File: config.mk
export PLATFORM = sky130hd
export DESIGN_NAME = lv1_lv2_bus_arbiter
export DESIGN_NICKNAME = d
export VERILOG_FILES = /design/src/rtl/lv1_lv2_arb_pkg.sv /design/src/rtl/lv1_lv2_bus_arbiter_rr_pick4.sv /design/src/rtl/lv1_lv2_bus_arbiter.sv
export SDC_FILE = /design/constraint.sdc
export NUM_CORES = 1
export LEC_CHECK = 0
export CAP_MARGIN = 20
export CORE_ASPECT_RATIO = 1.5
export CORE_MARGIN = 3
export CORE_UTILIZATION = 40
export DETAILED_ROUTE_END_ITERATION = 16
export GPL_TIMING_DRIVEN = 0
export HOLD_SLACK_MARGIN = 0.05
export MAX_ROUTING_LAYER = met4
export PLACE_DENSITY = 0.74
export SLEW_MARGIN = 20
export SYNTH_ARGS = -nofsm -noshare
export SYNTH_HDL_FRONTEND = slang
export SYNTH_SLANG_ARGS = --single-unit
File: constraint.sdc
create_clock -name clk -period 3.6 [get_ports clk]
set_input_delay 1.08 -clock clk [delete_from_list [all_inputs] [get_ports clk]]
set_output_delay 1.08 -clock clk [all_outputs]
set_load 0.005 [all_outputs]
File: src/rtl/lv1_lv2_arb_pkg.sv
// Shared types for the L1-L2 bus arbiter: state encoding,
// core index type and a one-hot helper.
package lv1_lv2_arb_pkg;

    localparam int NUM_CORES = 4;

    typedef logic [1:0] core_idx_t;

    typedef enum logic [1:0] {
        ST_IDLE  = 2'd0,
        ST_PROC  = 2'd1,
        ST_SNOOP = 2'd2,
        ST_LV2   = 2'd3
    } arb_state_e;

    function automatic logic [NUM_CORES-1:0] idx2oh(input core_idx_t idx);
        logic [NUM_CORES-1:0] oh;
        oh = '0;
        oh[idx] = 1'b1;
        return oh;
    endfunction

endpackage

File: src/rtl/lv1_lv2_bus_arbiter_rr_pick4.sv
// rr_pick4: combinational 4-way round-robin picker.
// Search starts at ptr_i and wraps; masked bits never win.
module rr_pick4
    import lv1_lv2_arb_pkg::*;
(
    input  logic [NUM_CORES-1:0] req_i,
    input  core_idx_t            ptr_i,
    input  logic [NUM_CORES-1:0] mask_i,
    output logic [NUM_CORES-1:0] gnt_o,
    output core_idx_t            idx_o,
    output logic                 valid_o
);

    logic [NUM_CORES-1:0] eff;

    assign eff = req_i & ~mask_i;

    // Walk offsets from farthest to nearest so the nearest hit wins.
    always_comb begin
        gnt_o   = '0;
        idx_o   = ptr_i;
        valid_o = 1'b0;
        for (int i = NUM_CORES - 1; i >= 0; i--) begin
            if (eff[ptr_i + core_idx_t'(i)]) begin
                idx_o   = ptr_i + core_idx_t'(i);
                valid_o = 1'b1;
            end
        end
        if (valid_o) begin
            gnt_o = idx2oh(idx_o);
        end
    end

endmodule

File: src/rtl/lv1_lv2_bus_arbiter.sv
// Grant controller for the shared L1-L2 bus; nested snoop/L2 grants.
// Optional watchdog enabled by defining ARB_TIMEOUT_EN.
module lv1_lv2_bus_arbiter
    import lv1_lv2_arb_pkg::*;
#(
    parameter int NUM_CORES      = 4,
    parameter int TIMEOUT_CYCLES = 255
) (
    input  logic                 clk,
    input  logic                 rst_n,
    input  logic [NUM_CORES-1:0] bus_lv1_lv2_req_proc,
    input  logic [NUM_CORES-1:0] bus_lv1_lv2_req_snoop,
    input  logic                 bus_lv1_lv2_req_lv2,
    output logic [NUM_CORES-1:0] bus_lv1_lv2_gnt_proc,
    output logic [NUM_CORES-1:0] bus_lv1_lv2_gnt_snoop,
    output logic                 bus_lv1_lv2_gnt_lv2,
    output logic                 arb_timeout
);

    arb_state_e           state_q, state_d;
    core_idx_t            owner_q, owner_d;
    core_idx_t            snp_q, snp_d;
    core_idx_t            pptr_q, pptr_d;
    core_idx_t            sptr_q, sptr_d;
    logic [NUM_CORES-1:0] gp_q, gp_d;
    logic [NUM_CORES-1:0] gs_q, gs_d;
    logic                 gl_q, gl_d;
    logic                 expire;

    logic [NUM_CORES-1:0] p_gnt, s_gnt;
    core_idx_t            p_idx, s_idx;
    logic                 p_vld, s_vld;
    logic                 own_req;

    rr_pick4 u_pick_proc (
        .req_i   (bus_lv1_lv2_req_proc),
        .ptr_i   (pptr_q),
        .mask_i  ('0),
        .gnt_o   (p_gnt),
        .idx_o   (p_idx),
        .valid_o (p_vld)
    );

    rr_pick4 u_pick_snoop (
        .req_i   (bus_lv1_lv2_req_snoop),
        .ptr_i   (sptr_q),
        .mask_i  (gp_q),
        .gnt_o   (s_gnt),
        .idx_o   (s_idx),
        .valid_o (s_vld)
    );

    assign own_req = bus_lv1_lv2_req_proc[owner_q];

`ifdef ARB_TIMEOUT_EN
    localparam int CW = $clog2(TIMEOUT_CYCLES + 1);

    logic [CW-1:0] cnt_q, cnt_d;
    logic          to_q, to_d;

    // Grant has been held for TIMEOUT_CYCLES cycles in this state.
    assign expire = (state_q != ST_IDLE) &&
                    (cnt_q == CW'(TIMEOUT_CYCLES - 1));

    // Count cycles spent in the current granted state.
    always_comb begin
        cnt_d = '0;
        to_d  = to_q | expire;
        if (state_d == state_q && state_q != ST_IDLE) begin
            cnt_d = cnt_q + 1'b1;
        end
    end

    // Watchdog registers; the flag is sticky until reset.
    always_ff @(posedge clk) begin
        if (!rst_n) begin
            cnt_q <= '0;
            to_q  <= 1'b0;
        end else begin
            cnt_q <= cnt_d;
            to_q  <= to_d;
        end
    end

    assign arb_timeout = to_q;
`else
    assign expire      = 1'b0;
    assign arb_timeout = 1'b0;
`endif

    // Next-state, pointer and grant selection.
    always_comb begin
        state_d = state_q;
        owner_d = owner_q;
        snp_d   = snp_q;
        pptr_d  = pptr_q;
        sptr_d  = sptr_q;
        gp_d    = gp_q;
        gs_d    = gs_q;
        gl_d    = gl_q;
        unique case (state_q)
            ST_IDLE: begin
                if (p_vld) begin
                    state_d = ST_PROC;
                    owner_d = p_idx;
                    gp_d    = p_gnt;
                end
            end
            ST_PROC: begin
                if (!own_req) begin
                    state_d = ST_IDLE;
                    pptr_d  = owner_q + 1'b1;
                    gp_d    = '0;
                end else if (s_vld) begin
                    state_d = ST_SNOOP;
                    snp_d   = s_idx;
                    gs_d    = s_gnt;
                end else if (bus_lv1_lv2_req_lv2) begin
                    state_d = ST_LV2;
                    gl_d    = 1'b1;
                end
            end
            ST_SNOOP: begin
                if (!own_req) begin
                    state_d = ST_IDLE;
                    pptr_d  = owner_q + 1'b1;
                    gp_d    = '0;
                    gs_d    = '0;
                end else if (!bus_lv1_lv2_req_snoop[snp_q]) begin
                    state_d = ST_PROC;
                    sptr_d  = snp_q + 1'b1;
                    gs_d    = '0;
                end
            end
            ST_LV2: begin
                if (!own_req) begin
                    state_d = ST_IDLE;
                    pptr_d  = owner_q + 1'b1;
                    gp_d    = '0;
                    gl_d    = 1'b0;
                end else if (!bus_lv1_lv2_req_lv2) begin
                    state_d = ST_PROC;
                    gl_d    = 1'b0;
                end
            end
            default: begin
                state_d = ST_IDLE;
                gp_d    = '0;
                gs_d    = '0;
                gl_d    = 1'b0;
            end
        endcase
        if (expire) begin
            state_d = ST_IDLE;
            pptr_d  = owner_q + 1'b1;
            gp_d    = '0;
            gs_d    = '0;
            gl_d    = 1'b0;
        end
    end

    // State, pointers and registered grants.
    always_ff @(posedge clk) begin
        if (!rst_n) begin
            state_q <= ST_IDLE;
            owner_q <= '0;
            snp_q   <= '0;
            pptr_q  <= '0;
            sptr_q  <= '0;
            gp_q    <= '0;
            gs_q    <= '0;
            gl_q    <= 1'b0;
        end else begin
            state_q <= state_d;
            owner_q <= owner_d;
            snp_q   <= snp_d;
            pptr_q  <= pptr_d;
            sptr_q  <= sptr_d;
            gp_q    <= gp_d;
            gs_q    <= gs_d;
            gl_q    <= gl_d;
        end
    end

    assign bus_lv1_lv2_gnt_proc  = gp_q;
    assign bus_lv1_lv2_gnt_snoop = gs_q;
    assign bus_lv1_lv2_gnt_lv2   = gl_q;

endmodule

==> impl_metrics.xml, run 1 <==
<?xml version="1.0" encoding="UTF-8"?>
<metrics>
  <group name="floorplan">
    <metric name="ios" unit="">21</metric>
    <metric name="design.core.area" unit="sq um">2710</metric>
    <metric name="placement_rows" unit="">23</metric>
    <metric name="start_util" unit="%">42.6</metric>
    <metric name="chipHeight" unit="um">71.7</metric>
    <metric name="fp.dieArea" unit="sq um">3570</metric>
    <metric name="die_width" unit="um">49.8</metric>
  </group>
  <group name="placement">
    <metric name="routabilityCongestion" unit="">0.842</metric>
    <metric name="place.detailed.instances" unit="">191</metric>
    <metric name="detailed_place_hpwl" unit="um">2100</metric>
    <metric name="place.port_buffers" unit="">19</metric>
  </group>
  <group name="clock_tree">
    <metric name="clk_transition_reported_paths" unit="ps">70</metric>
    <metric name="tritoncts_clock_tree" unit="">yes</metric>
    <metric name="clock-root-buffer" unit="">sky130_fd_sc_hd__clkbuf_8</metric>
    <metric name="worstSkewPairLatency" unit="ps">250</metric>
    <metric name="clockBufferDepth" unit="">2</metric>
    <metric name="htree_num_levels" unit="">1</metric>
    <metric name="cts.repair.resized" unit="">0</metric>
    <metric name="sinks_on_clock_net" unit="">19</metric>
    <metric name="number_of_buffers_inserted_by_post_cts_setup_repair" unit="">0</metric>
    <metric name="post_cts_hold_buffer_count" unit="">0</metric>
    <metric name="tritoncts.num_buffers" unit="">3</metric>
  </group>
  <group name="drt">
    <metric name="dr.first_iter.drc_count" unit="">14</metric>
    <metric name="routed_wirelength" unit="um">2650</metric>
    <metric name="route.vias.total" unit="">1095</metric>
    <metric name="drt-wirelength-per-cell" unit="um">13.6</metric>
    <metric name="post-route-drc-count" unit="">0</metric>
    <metric name="final_antenna_net_count" unit="">0</metric>
    <metric name="number_of_detailed_routing_iterations_run_before_antenna_repair" unit="">4</metric>
    <metric name="detail_route.vias_per_cell" unit="">5.62</metric>
  </group>
  <group name="synth">
    <metric name="async_flop_share" unit="%">0</metric>
    <metric name="post_synth_edffs" unit="">0</metric>
    <metric name="syn_nets" unit="">146</metric>
    <metric name="synth-seq-cells" unit="">19</metric>
    <metric name="ys_types" unit="">47</metric>
    <metric name="ys.warnings.count" unit="">0</metric>
    <metric name="synth_top_cell_by_area" unit="">sky130_fd_sc_hd__dfxtp_1</metric>
    <metric name="proportion_of_synthesized_chip_area_in_sequential_cells" unit="%">33.0</metric>
    <metric name="netlist_top_cells_area" unit="">sky130_fd_sc_hd__dfxtp_1 33%, sky130_fd_sc_hd__nor2_1 5.5%, sky130_fd_sc_hd__nor2b_1 4.3%</metric>
    <metric name="synthesized_area_divided_by_synthesized_cell_count" unit="sq um">8.53</metric>
    <metric name="synth.cell_area" unit="sq um">1150</metric>
    <metric name="number_of_instances_in_the_synthesized_netlist" unit="">135</metric>
    <metric name="synth_ff_type" unit="">sky130_fd_sc_hd__dfxtp_1</metric>
    <metric name="synth_top_area_share" unit="%">33.0</metric>
  </group>
  <group name="timing">
    <metric name="setup_viol_count_final" unit="">0</metric>
    <metric name="final.setup.tns" unit="ps">0</metric>
    <metric name="worst_pin_slew" unit="ps">805</metric>
    <metric name="maxSlewHeadroom" unit="%">45.9</metric>
    <metric name="final_min_period_over_clock_period" unit="%">78.9</metric>
    <metric name="period_minus_slack" unit="ps">2840</metric>
    <metric name="clock_skew" unit="ps">5.45</metric>
    <metric name="rsz0062_at_grt" unit="">false</metric>
    <metric name="finalHoldViolations" unit="">0</metric>
    <metric name="timing_max_transition_violations_final" unit="">0</metric>
    <metric name="worst_hold_slack" unit="ps">492</metric>
    <metric name="timing.fmax" unit="MHz">352</metric>
  </group>
  <group name="layout">
    <metric name="filler_cell_count" unit="">284</metric>
    <metric name="antenna_cells_inserted" unit="">0</metric>
    <metric name="fin_cells" unit="">195</metric>
    <metric name="area_used_by_multi_input_combinational_logic" unit="sq um">726</metric>
    <metric name="seqCellArea" unit="sq um">380</metric>
    <metric name="area_growth_syn_to_layout" unit="%">24.8</metric>
    <metric name="finalNetCount" unit="">170</metric>
    <metric name="drive_above_1_share" unit="%">8.86</metric>
    <metric name="core_occupancy_in_the_finished_layout" unit="%">53.1</metric>
  </group>
  <group name="worst_setup_path">
    <metric name="timing.critical_path.slowest_stage_cell" unit="">sky130_fd_sc_hd__nor4_1</metric>
    <metric name="critical_path_peak_fanout" unit="">6</metric>
    <metric name="timing.rr.start" unit="">bus_lv1_lv2_gnt_proc[3]</metric>
    <metric name="crit_buf_inv" unit="">1</metric>
    <metric name="reg2regPathDepth" unit="">5</metric>
    <metric name="crit_chain" unit="">clkdlybuf4s50_1 &gt; nor2b_1 &gt; nor4_1 &gt; nand2_1 &gt; a211o_1 &gt; a21oi_1</metric>
    <metric name="max_incr_delay_on_cp" unit="ps">730</metric>
    <metric name="cp-start-kind" unit="">primary input</metric>
    <metric name="largest_delay_share_family_worst_path" unit="">simple AND/OR/NAND/NOR gates</metric>
    <metric name="reg2reg_slack" unit="ps">1730</metric>
    <metric name="timing_worst_setup_path_type" unit="">in -&gt; reg</metric>
    <metric name="required_time_of_the_critical_path" unit="ps">3790</metric>
    <metric name="worst_r2r_endpoint" unit="">state_q[0]</metric>
    <metric name="setup_crit_end_kind" unit="">flop</metric>
    <metric name="arrival" unit="ps">3030</metric>
  </group>
  <group name="hold_path">
    <metric name="worst_hold_endpoint" unit="">bus_lv1_lv2_gnt_snoop[0]</metric>
    <metric name="timing.hold.worst.start" unit="">bus_lv1_lv2_gnt_snoop[0]</metric>
    <metric name="min_delay_path_depth" unit="">2</metric>
    <metric name="worstHoldPathType" unit="">reg -&gt; reg</metric>
  </group>
  <group name="grt">
    <metric name="global_route_wire_length_before_repair" unit="um">4700</metric>
    <metric name="grt_overflow_total" unit="">0</metric>
    <metric name="grt_usage" unit="%">17.0</metric>
    <metric name="grt_pass1_vias" unit="">1077</metric>
    <metric name="grt_antenna_before_repair" unit="">0</metric>
    <metric name="grt_start_max_net_pins" unit="">13</metric>
  </group>
  <group name="job">
    <metric name="count_of_maximum_capacitance_violations" unit="">0</metric>
  </group>
  <group name="power">
    <metric name="power_density_cells" unit="nW/um^2">390</metric>
    <metric name="p_leak" unit="nW">0.504</metric>
    <metric name="irDropWorstVdd" unit="mV">0.246</metric>
  </group>
  <group name="status">
    <metric name="run_status" unit="">complete, no violations</metric>
  </group>
</metrics>
layout make-up:
| class | count | area share, % |
|---|---|---|
| Multi-Input combinational cell | 107 | 50.5 |
| Inverter | 3 | 0.784 |
| Clock buffer | 3 | 2.87 |
| Sequential cell | 19 | 26.5 |
| Buffer | 6 | 2.35 |
| Tap cell | 37 | 3.22 |
| Clock inverter | 1 | 0.523 |
| Timing Repair Buffer | 19 | 13.2 |
synth_stat cells, drive strengths merged (3+ instances only):
cell / number
a211oi: 5
a21oi: 10
a2bb2oi: 3
and3: 3
buf: 3
clkbuf: 3
dfxtp: 19
inv: 3
nand2: 7
nand2b: 6
nand3: 4
nor2: 18
nor2b: 8
o21ai: 4
o22a: 3
o22ai: 3
state kept, by name, indices dropped and copies added (netlist names):
signal and flops:
bus_lv1_lv2_gnt_proc 4, bus_lv1_lv2_gnt_snoop 4, owner_q 2, pptr_q 2, snp_q 2, sptr_q 2, state_q 2, bus_lv1_lv2_gnt_lv2 1
metrics by stage:
| step | area [sq um] | total power [W] | setup WS, ps |
|---|---|---|---|
| after global routing | 1440 | 0.000596 | 707 |
| after global placement | 1390 | 0.000413 | 590 |
| final | 1440 | 0.000560 | 759 |
| after CTS | 1440 | 0.000567 | 833 |
| after detailed placement | 1390 | 0.000416 | 575 |
| after floorplan | 1150 | 0.000362 | 1340 |
report_power, final:
| group | switching, W | internal [W] | total, W |
|---|---|---|---|
| clock | 0.0000706 | 0.0000779 | 0.000148 |
| sequential | 0.0000154 | 0.000227 | 0.000242 |
| combinational | 0.0000891 | 0.0000809 | 0.000170 |
| total | 0.000175 | 0.000385 | 0.000560 |
worst max path at each step:
stage               slack, ps  cells past startpoint                      end                startpoint
detailed placement        570                      6               state_q[0]  bus_lv1_lv2_req_snoop[3]
floorplan                1340                      5  bus_lv1_lv2_gnt_proc[3]   bus_lv1_lv2_req_proc[2]
global route              710                      5      bus_lv1_lv2_gnt_lv2  bus_lv1_lv2_req_snoop[3]
finish                    760                      6               state_q[0]  bus_lv1_lv2_req_snoop[3]
global placement          590                      6               state_q[0]  bus_lv1_lv2_req_snoop[3]
CTS                       830                      6               state_q[0]  bus_lv1_lv2_req_snoop[3]
worst min-delay path, cell delays in order, from the launching register on:
cell and delay [ps]:
sky130_fd_sc_hd__dfxtp_1 320, sky130_fd_sc_hd__nand3_1 60, sky130_fd_sc_hd__o32ai_1 70
cells in the final DEF, fill, tap and decap left out, types with 2 or more instances in the layout:
cell,synthesis,routed
sky130_fd_sc_hd__dfxtp_1,19,19
sky130_fd_sc_hd__clkdlybuf4s50_1,0,19
sky130_fd_sc_hd__nor2_1,17,17
sky130_fd_sc_hd__a21oi_1,9,9
sky130_fd_sc_hd__nor2b_1,8,8
sky130_fd_sc_hd__nand2_1,7,7
sky130_fd_sc_hd__nand2b_1,6,6
sky130_fd_sc_hd__nand3_1,4,4
sky130_fd_sc_hd__o21ai_0,4,4
sky130_fd_sc_hd__a211oi_1,4,4
sky130_fd_sc_hd__clkbuf_1,3,3
sky130_fd_sc_hd__o22ai_1,3,3
sky130_fd_sc_hd__a2bb2oi_1,3,3
sky130_fd_sc_hd__and3_1,3,3
sky130_fd_sc_hd__inv_1,3,3
sky130_fd_sc_hd__o22a_1,3,3
sky130_fd_sc_hd__clkbuf_8,0,3
sky130_fd_sc_hd__o21a_1,2,2
sky130_fd_sc_hd__a31oi_1,2,2
sky130_fd_sc_hd__mux4_2,2,2
sky130_fd_sc_hd__o32ai_1,2,2
sky130_fd_sc_hd__a32o_1,2,2
sky130_fd_sc_hd__xnor2_1,2,2
sky130_fd_sc_hd__a22oi_1,2,2
cell families after synthesis:
| kind of cell | count (synthesis) | synth area share (%) |
|---|---|---|
| buffers and inverters | 9 | 3.91 |
| AO/OA/AOI/OAI | 47 | 30.7 |
| XOR/XNOR | 2 | 1.52 |
| AND/OR/NAND/NOR | 54 | 25.8 |
| multiplexers | 3 | 4.78 |
| flip-flops | 19 | 33.0 |
| other | 1 | 0.326 |
layer usage:
layer | GRT usage, % | vias to the layer above | part of all wire (%)
li1 | - | 553 | -
met1 | 18.3 | 510 | 42
met2 | 30.0 | 24 | 51
met3 | 2.29 | 8 | 2.9
met4 | 8.31 | 0 | 3.5
met5 | - | - | 0
(Power assumes the default switching activity.)
==> run 2: changes to the inputs <==
--- a/config.mk
+++ b/config.mk
@@ -13,7 +13,7 @@
 export GPL_TIMING_DRIVEN = 0
 export HOLD_SLACK_MARGIN = 0.05
 export MAX_ROUTING_LAYER = met4
-export PLACE_DENSITY = 0.74
+export PLACE_DENSITY = 0.76
 export SLEW_MARGIN = 20
 export SYNTH_ARGS = -nofsm -noshare
 export SYNTH_HDL_FRONTEND = slang
==> constraint.sdc (replaced) <==
create_clock -name clk -period 2.57 [get_ports clk]
set_input_delay 0.771 -clock clk [delete_from_list [all_inputs] [get_ports clk]]
set_output_delay 0.771 -clock clk [all_outputs]
set_load 0.005 [all_outputs]
==> run 2 against run 1 <==
  * First-iteration DRC count grew 21%
  * Sequential share of layout area up 0.070 points
  * Total power grew 41%
  * Utilization shrank 0.14 points
  * Hold slack got worse by 3.6 ps
  * Clock power increased by 42%
  * Cell area fell by 0.26%
  * Critical path depth unchanged
  * Register-to-register slack got worse by 930 ps
  * Critical endpoint unchanged
==> impl_metrics.xml, run 2 (synthesis results as in run 1) <==
<?xml version="1.0" encoding="UTF-8"?>
<metrics>
  <group name="status">
    <metric name="run_status" unit="">complete, no violations</metric>
  </group>
  <group name="placement">
    <metric name="place.port_buffers" unit="">19</metric>
    <metric name="preCtsSetupSlack" unit="ps">-92.7</metric>
    <metric name="detailed_place_hpwl" unit="um">2170</metric>
    <metric name="post_dp_cell_area" unit="sq um">1390</metric>
    <metric name="routabilityCongestion" unit="">0.941</metric>
    <metric name="place.detailed.instances" unit="">191</metric>
  </group>
  <group name="grt">
    <metric name="groute.layer.met2.usage" unit="%">32.0</metric>
    <metric name="grt_antenna_before_repair" unit="">0</metric>
    <metric name="grt_util_met3" unit="%">2.29</metric>
    <metric name="grt_usage" unit="%">17.7</metric>
    <metric name="globalRoute.busiestLayer" unit="">met2</metric>
    <metric name="grt.met1_usage" unit="%">19.7</metric>
    <metric name="grt_pass1_vias" unit="">1103</metric>
    <metric name="global_route_wire_length_before_repair" unit="um">4980</metric>
    <metric name="grt_overflow_total" unit="">0</metric>
    <metric name="grt_start_max_net_pins" unit="">11</metric>
  </group>
  <group name="floorplan">
    <metric name="die_width" unit="um">49.8</metric>
    <metric name="design.core.area" unit="sq um">2710</metric>
    <metric name="start_util" unit="%">42.6</metric>
    <metric name="placement_rows" unit="">23</metric>
    <metric name="chipHeight" unit="um">71.7</metric>
    <metric name="fp.dieArea" unit="sq um">3570</metric>
    <metric name="ios" unit="">21</metric>
  </group>
  <group name="clock_tree">
    <metric name="htree_num_levels" unit="">1</metric>
    <metric name="worstSkewPairLatency" unit="ps">250</metric>
    <metric name="sinks_on_clock_net" unit="">19</metric>
    <metric name="clockBufferDepth" unit="">2</metric>
    <metric name="tritoncts_clock_tree" unit="">yes</metric>
    <metric name="tritoncts.num_buffers" unit="">3</metric>
    <metric name="clock-root-buffer" unit="">sky130_fd_sc_hd__clkbuf_8</metric>
    <metric name="number_of_buffers_inserted_by_post_cts_setup_repair" unit="">0</metric>
    <metric name="clk_transition_reported_paths" unit="ps">70</metric>
    <metric name="cts.repair.resized" unit="">0</metric>
    <metric name="post_cts_hold_buffer_count" unit="">0</metric>
  </group>
  <group name="drt">
    <metric name="dr.first_iter.drc_count" unit="">17</metric>
    <metric name="post-route-drc-count" unit="">0</metric>
    <metric name="drt-wirelength-per-cell" unit="um">14.0</metric>
    <metric name="detail_route.vias_per_cell" unit="">5.60</metric>
    <metric name="number_of_detailed_routing_iterations_run_before_antenna_repair" unit="">4</metric>
    <metric name="routed_wirelength" unit="um">2730</metric>
    <metric name="final_antenna_net_count" unit="">0</metric>
    <metric name="route.vias.total" unit="">1092</metric>
  </group>
  <group name="worst_setup_path">
    <metric name="timing_worst_setup_path_type" unit="">in -&gt; reg</metric>
    <metric name="critical_path_peak_fanout" unit="">6</metric>
    <metric name="required_time_of_the_critical_path" unit="ps">2760</metric>
    <metric name="setup_crit_end_kind" unit="">flop</metric>
    <metric name="arrival" unit="ps">2590</metric>
    <metric name="cp-start-kind" unit="">primary input</metric>
  </group>
  <group name="power">
    <metric name="p_leak" unit="nW">0.505</metric>
    <metric name="irDropWorstVdd" unit="mV">0.298</metric>
    <metric name="power_density_cells" unit="nW/um^2">550</metric>
  </group>
  <group name="timing">
    <metric name="worst_hold_slack" unit="ps">488</metric>
    <metric name="worst_pin_slew" unit="ps">677</metric>
    <metric name="final_min_period_over_clock_period" unit="%">93.8</metric>
    <metric name="pnr_worst_setup_slack" unit="ps">160</metric>
    <metric name="rsz0062_at_grt" unit="">false</metric>
    <metric name="clock_skew" unit="ps">1.10</metric>
    <metric name="maxSlewHeadroom" unit="%">54.4</metric>
    <metric name="timing.fmax" unit="MHz">415</metric>
    <metric name="timing_max_transition_violations_final" unit="">0</metric>
    <metric name="period_minus_slack" unit="ps">2410</metric>
    <metric name="finalHoldViolations" unit="">0</metric>
    <metric name="setup_viol_count_final" unit="">0</metric>
  </group>
  <group name="layout">
    <metric name="finalNetCount" unit="">170</metric>
    <metric name="postLayoutCellArea" unit="sq um">1430</metric>
    <metric name="area_growth_syn_to_layout" unit="%">24.5</metric>
    <metric name="fin_cells" unit="">195</metric>
    <metric name="core_occupancy_in_the_finished_layout" unit="%">53.0</metric>
    <metric name="antenna_cells_inserted" unit="">0</metric>
    <metric name="mostFrequentLayoutCells" unit="">19 x sky130_fd_sc_hd__dfxtp_1, 19 x sky130_fd_sc_hd__clkdlybuf4s50_1, 17 x sky130_fd_sc_hd__nor2_1</metric>
    <metric name="drive_above_1_share" unit="%">8.23</metric>
  </group>
  <group name="job">
    <metric name="count_of_maximum_capacitance_violations" unit="">0</metric>
  </group>
  <group name="hold_path">
    <metric name="worstHoldPathType" unit="">reg -&gt; reg</metric>
  </group>
</metrics>
run 2: critical path, cell delays in order:
cell and delay, ps:
sky130_fd_sc_hd__clkdlybuf4s50_1 440, sky130_fd_sc_hd__nor2b_1 210, sky130_fd_sc_hd__nor4_1 640, sky130_fd_sc_hd__nand2_1 120, sky130_fd_sc_hd__a211o_1 300, sky130_fd_sc_hd__a21oi_1 120
run 2: where the power goes:
| group | total (W) | internal (W) | switching, W |
|---|---|---|---|
| Combinational | 0.000239 | 0.000113 | 0.000126 |
| Sequential | 0.000339 | 0.000317 | 0.0000219 |
| Clock | 0.000210 | 0.000110 | 0.0000998 |
| Total | 0.000789 | 0.000541 | 0.000248 |
run 2: layer usage:
metal,part of all wire (%),vias up
met5,0,-
met4,0.51,0
met3,3.5,2
met2,55,24
met1,41,513
li1,-,553
run 2: metrics by stage:
stage	TNS [ps]	power, W
finish	0	0.000789
global placement	-80.2	0.000577
detailed placement	-336	0.000584
CTS	0	0.000794
floorplan	0	0.000508
global route	0	0.000844
run 2: final cells by class:
class	count	area, sq um
inverter	3	11.3
sequential	19	380
tap	37	46.3
multi-input combinational	107	726
clock buffer	4	45.0
timing repair buffer	19	190
buffer	6	33.8
fill	286	1270
run 2: worst paths after layout:
path                                  from  cells past startpoint                        to  slack (ps)
hold reg to reg   bus_lv1_lv2_gnt_snoop[0]                      2  bus_lv1_lv2_gnt_snoop[0]         490
setup reg to reg                owner_q[0]                      6   bus_lv1_lv2_gnt_proc[3]         800
hold / removal    bus_lv1_lv2_gnt_snoop[0]                      2  bus_lv1_lv2_gnt_snoop[0]         490
setup / recovery  bus_lv1_lv2_req_snoop[3]                      6                state_q[0]         160
==> run 3: changes to the inputs <==
--- a/config.mk
+++ b/config.mk
@@ -13,8 +13,9 @@
 export GPL_TIMING_DRIVEN = 0
 export HOLD_SLACK_MARGIN = 0.05
 export MAX_ROUTING_LAYER = met4
-export PLACE_DENSITY = 0.76
+export PLACE_DENSITY = 0.74
 export SLEW_MARGIN = 20
 export SYNTH_ARGS = -nofsm -noshare
 export SYNTH_HDL_FRONTEND = slang
+export SYNTH_HIERARCHICAL = 1
 export SYNTH_SLANG_ARGS = --single-unit
==> run 3 against run 2 <==
  * Non-clock buffer count increased by 9
  * Register-to-register slack lost 70 ps
  * Critical path depth increased by 2
  * Largest power group unchanged
  * Clock skew increased by 2.8 ps
  * Sequential share of layout area shrank 5.4 points
  * Sequential cell count is the same
==> impl_metrics.xml, run 3 <==
<?xml version="1.0" encoding="UTF-8"?>
<metrics>
  <group name="clock_tree">
    <metric name="htree_num_levels" unit="">1</metric>
    <metric name="tritoncts_clock_tree" unit="">yes</metric>
    <metric name="cts.repair.resized" unit="">0</metric>
    <metric name="sinks_on_clock_net" unit="">19</metric>
    <metric name="clockBufferDepth" unit="">2</metric>
    <metric name="post_cts_hold_buffer_count" unit="">0</metric>
    <metric name="clk_transition_reported_paths" unit="ps">80</metric>
    <metric name="number_of_buffers_inserted_by_post_cts_setup_repair" unit="">0</metric>
    <metric name="worstSkewPairLatency" unit="ps">260</metric>
    <metric name="tritoncts.num_buffers" unit="">3</metric>
    <metric name="clock-root-buffer" unit="">sky130_fd_sc_hd__clkbuf_8</metric>
  </group>
  <group name="drt">
    <metric name="drt-wirelength-per-cell" unit="um">14.1</metric>
    <metric name="post-route-drc-count" unit="">0</metric>
    <metric name="maxUsedRoutingLayer" unit="">met4</metric>
    <metric name="wl_met2" unit="um">1920</metric>
    <metric name="met1Wirelength" unit="um">1510</metric>
    <metric name="dr.first_iter.drc_count" unit="">43</metric>
    <metric name="routed_wirelength" unit="um">3610</metric>
    <metric name="route.vias.total" unit="">1484</metric>
    <metric name="final_antenna_net_count" unit="">0</metric>
    <metric name="routed_length_on_met3" unit="um">129</metric>
    <metric name="detail_route.vias_per_cell" unit="">5.77</metric>
    <metric name="number_of_detailed_routing_iterations_run_before_antenna_repair" unit="">4</metric>
  </group>
  <group name="floorplan">
    <metric name="placement_rows" unit="">26</metric>
    <metric name="die_width" unit="um">55.6</metric>
    <metric name="start_util" unit="%">42.3</metric>
    <metric name="design.core.area" unit="sq um">3480</metric>
    <metric name="fp.dieArea" unit="sq um">4460</metric>
    <metric name="ios" unit="">21</metric>
    <metric name="chipHeight" unit="um">80.3</metric>
  </group>
  <group name="worst_setup_path">
    <metric name="critical_path_peak_fanout" unit="">10</metric>
    <metric name="timing.rr.start" unit="">bus_lv1_lv2_gnt_proc[2]</metric>
    <metric name="timing_worst_setup_path_type" unit="">in -&gt; reg</metric>
    <metric name="required_time_of_the_critical_path" unit="ps">2720</metric>
    <metric name="max_incr_delay_on_cp" unit="ps">500</metric>
    <metric name="arrival" unit="ps">2560</metric>
    <metric name="worst_r2r_endpoint" unit="">bus_lv1_lv2_gnt_snoop[2]</metric>
    <metric name="largest_delay_share_family_worst_path" unit="">buffers and inverters</metric>
    <metric name="reg2reg_slack" unit="ps">730</metric>
    <metric name="setup_crit_end_kind" unit="">flop</metric>
    <metric name="crit_chain" unit="">clkdlybuf4s50_1 &gt; nand2b_4 &gt; buf_8 &gt; nand4_1 &gt; and3b_1 &gt; clkbuf_2 &gt; a211o_1 &gt; o311ai_0</metric>
    <metric name="cp-start-kind" unit="">primary input</metric>
    <metric name="reg2regPathDepth" unit="">6</metric>
    <metric name="crit_buf_inv" unit="">3</metric>
    <metric name="timing.critical_path.slowest_stage_cell" unit="">sky130_fd_sc_hd__clkdlybuf4s50_1</metric>
  </group>
  <group name="synth">
    <metric name="synth_top_area_share" unit="%">25.8</metric>
    <metric name="synth_top_cells_by_count" unit="">19 x sky130_fd_sc_hd__dfxtp_1, 17 x sky130_fd_sc_hd__nand2_1, 16 x sky130_fd_sc_hd__a21oi_1</metric>
    <metric name="post_synth_edffs" unit="">0</metric>
    <metric name="ys_types" unit="">57</metric>
    <metric name="synthesized_area_divided_by_synthesized_cell_count" unit="sq um">8.01</metric>
    <metric name="yosys.cell_count.top_type" unit="">sky130_fd_sc_hd__dfxtp_1</metric>
    <metric name="netlist_top_cells_area" unit="">sky130_fd_sc_hd__dfxtp_1 26%, sky130_fd_sc_hd__a21oi_1 5.4%, sky130_fd_sc_hd__o21ai_0 4.8%</metric>
    <metric name="synth-seq-cells" unit="">19</metric>
    <metric name="synth.cell_area" unit="sq um">1470</metric>
    <metric name="proportion_of_synthesized_chip_area_in_sequential_cells" unit="%">25.8</metric>
    <metric name="synth_ff_type" unit="">sky130_fd_sc_hd__dfxtp_1</metric>
    <metric name="synth_top_cell_by_area" unit="">sky130_fd_sc_hd__dfxtp_1</metric>
    <metric name="ys.warnings.count" unit="">6</metric>
    <metric name="number_of_instances_in_the_synthesized_netlist" unit="">184</metric>
    <metric name="async_flop_share" unit="%">0</metric>
  </group>
  <group name="power">
    <metric name="switching_share" unit="%">32.2</metric>
    <metric name="design_internal_power" unit="W">0.000530</metric>
    <metric name="seq_power_share" unit="%">41.2</metric>
    <metric name="clockPowerShare" unit="%">27.1</metric>
    <metric name="combPwrFrac" unit="%">31.7</metric>
    <metric name="power_density_cells" unit="nW/um^2">435</metric>
    <metric name="power.net_switching" unit="W">0.000252</metric>
    <metric name="irDropWorstVdd" unit="mV">0.249</metric>
    <metric name="p_leak" unit="nW">0.665</metric>
  </group>
  <group name="grt">
    <metric name="grt_usage" unit="%">16.9</metric>
    <metric name="grt_start_max_net_pins" unit="">12</metric>
    <metric name="grt_overflow_total" unit="">0</metric>
    <metric name="grt_antenna_before_repair" unit="">0</metric>
    <metric name="grt_pass1_vias" unit="">1299</metric>
    <metric name="global_route_wire_length_before_repair" unit="um">5990</metric>
  </group>
  <group name="timing">
    <metric name="timing.fmax" unit="MHz">415</metric>
    <metric name="finalHoldViolations" unit="">0</metric>
    <metric name="pnr_worst_setup_slack" unit="ps">158</metric>
    <metric name="setup_viol_count_final" unit="">0</metric>
    <metric name="rsz0062_at_grt" unit="">false</metric>
    <metric name="timing_max_transition_violations_final" unit="">0</metric>
    <metric name="final_min_period_over_clock_period" unit="%">93.9</metric>
    <metric name="clock_skew" unit="ps">3.94</metric>
    <metric name="final.setup.tns" unit="ps">0</metric>
    <metric name="period_minus_slack" unit="ps">2410</metric>
  </group>
  <group name="hold_path">
    <metric name="min_delay_path_depth" unit="">2</metric>
    <metric name="worstHoldPathType" unit="">reg -&gt; reg</metric>
    <metric name="worst_hold_endpoint" unit="">pptr_q[0]</metric>
    <metric name="timing.hold.worst.start" unit="">pptr_q[0]</metric>
  </group>
  <group name="layout">
    <metric name="antenna_cells_inserted" unit="">0</metric>
    <metric name="postLayoutCellArea" unit="sq um">1800</metric>
    <metric name="filler_cell_count" unit="">356</metric>
    <metric name="mostFrequentLayoutCells" unit="">19 x sky130_fd_sc_hd__dfxtp_1, 19 x sky130_fd_sc_hd__clkdlybuf4s50_1, 17 x sky130_fd_sc_hd__nand2_1</metric>
    <metric name="finalNetCount" unit="">227</metric>
    <metric name="fin_cells" unit="">257</metric>
    <metric name="area_growth_syn_to_layout" unit="%">22.1</metric>
    <metric name="drive_above_1_share" unit="%">15.3</metric>
    <metric name="core_occupancy_in_the_finished_layout" unit="%">51.7</metric>
  </group>
  <group name="placement">
    <metric name="place.detailed.instances" unit="">253</metric>
    <metric name="detailed_place_hpwl" unit="um">2740</metric>
    <metric name="preCtsSetupSlack" unit="ps">-163</metric>
    <metric name="routabilityCongestion" unit="">0.903</metric>
    <metric name="place.port_buffers" unit="">19</metric>
    <metric name="post_dp_cell_area" unit="sq um">1750</metric>
  </group>
  <group name="job">
    <metric name="count_of_maximum_capacitance_violations" unit="">0</metric>
  </group>
  <group name="status">
    <metric name="run_status" unit="">complete, no violations</metric>
  </group>
</metrics>
[run 3: changes by cell type in the layout (fill, tap and decap cells not counted), moves of 4 or more]
cell	change
sky130_fd_sc_hd__conb_1	+8
sky130_fd_sc_hd__nor2_1	-8
sky130_fd_sc_hd__o311ai_0	+4
sky130_fd_sc_hd__a21oi_1	+7
sky130_fd_sc_hd__o21ai_0	+10
sky130_fd_sc_hd__buf_2	+5
sky130_fd_sc_hd__nand4_1	+4
sky130_fd_sc_hd__nand2_1	+10
[run 3: cell type report]
type / instances / area (sq um) / area share (%)
timing repair buffer: 19 / 190 / 10.6
tap: 42 / 52.6 / 2.92
buffer: 15 / 98.8 / 5.49
inverter: 3 / 11.3 / 0.626
sequential: 19 / 380 / 21.1
clock inverter: 1 / 5.00 / 0.278
multi-input combinational: 155 / 1020 / 56.7
clock buffer: 3 / 41.3 / 2.29
[run 3: worst max-delay path by stage]
stage,end,cells past startpoint,from
detailed placement,bus_lv1_lv2_gnt_snoop[2],8,bus_lv1_lv2_req_snoop[0]
global placement,bus_lv1_lv2_gnt_snoop[1],8,bus_lv1_lv2_req_snoop[0]
global route,bus_lv1_lv2_gnt_proc[1],9,bus_lv1_lv2_req_proc[0]
floorplan,bus_lv1_lv2_gnt_proc[3],8,bus_lv1_lv2_req_proc[0]
CTS,bus_lv1_lv2_gnt_snoop[2],8,bus_lv1_lv2_req_snoop[0]
finish,bus_lv1_lv2_gnt_snoop[2],8,bus_lv1_lv2_req_snoop[0]
[run 3: power groups by stage]
stage	clock network [W]	logic [W]	registers (W)
after global routing	0.000231	0.000274	0.000324
after floorplan	0	0.000176	0.000326
after detailed placement	0	0.000243	0.000329
final	0.000212	0.000248	0.000322
after global placement	0	0.000240	0.000328
after CTS	0.000221	0.000244	0.000322
[run 3: metrics by stage]
stage | power, W | hold slack [ps]
final | 0.000782 | 497
after global routing | 0.000830 | 532
after CTS | 0.000787 | 505
after detailed placement | 0.000572 | 492
after global placement | 0.000568 | 483
after floorplan | 0.000502 | 453
[run 3: cell families after synthesis]
kind of cell              share of synthesized area, %
and+or+nand+nor                                   27.8
AOI/OAI and AO/OA                                 31.9
DFF                                               25.8
xor gates and xnor gates                          1.19
muxes                                             5.77
buffers and inverters                             7.21
other                                            0.254
[run 3: tightest hold or removal path, stage by stage, from the launching register on]
cell	delay [ps]
sky130_fd_sc_hd__dfxtp_1	320
sky130_fd_sc_hd__o21ai_0	70
sky130_fd_sc_hd__a21oi_1	60
[run 3: metal layers]
layer / global-route usage, % / vias up
met5: - / -
met1: 17.8 / 699
met3: 1.93 / 4
li1: - / 739
met2: 31.2 / 42
met4: 7.79 / 0
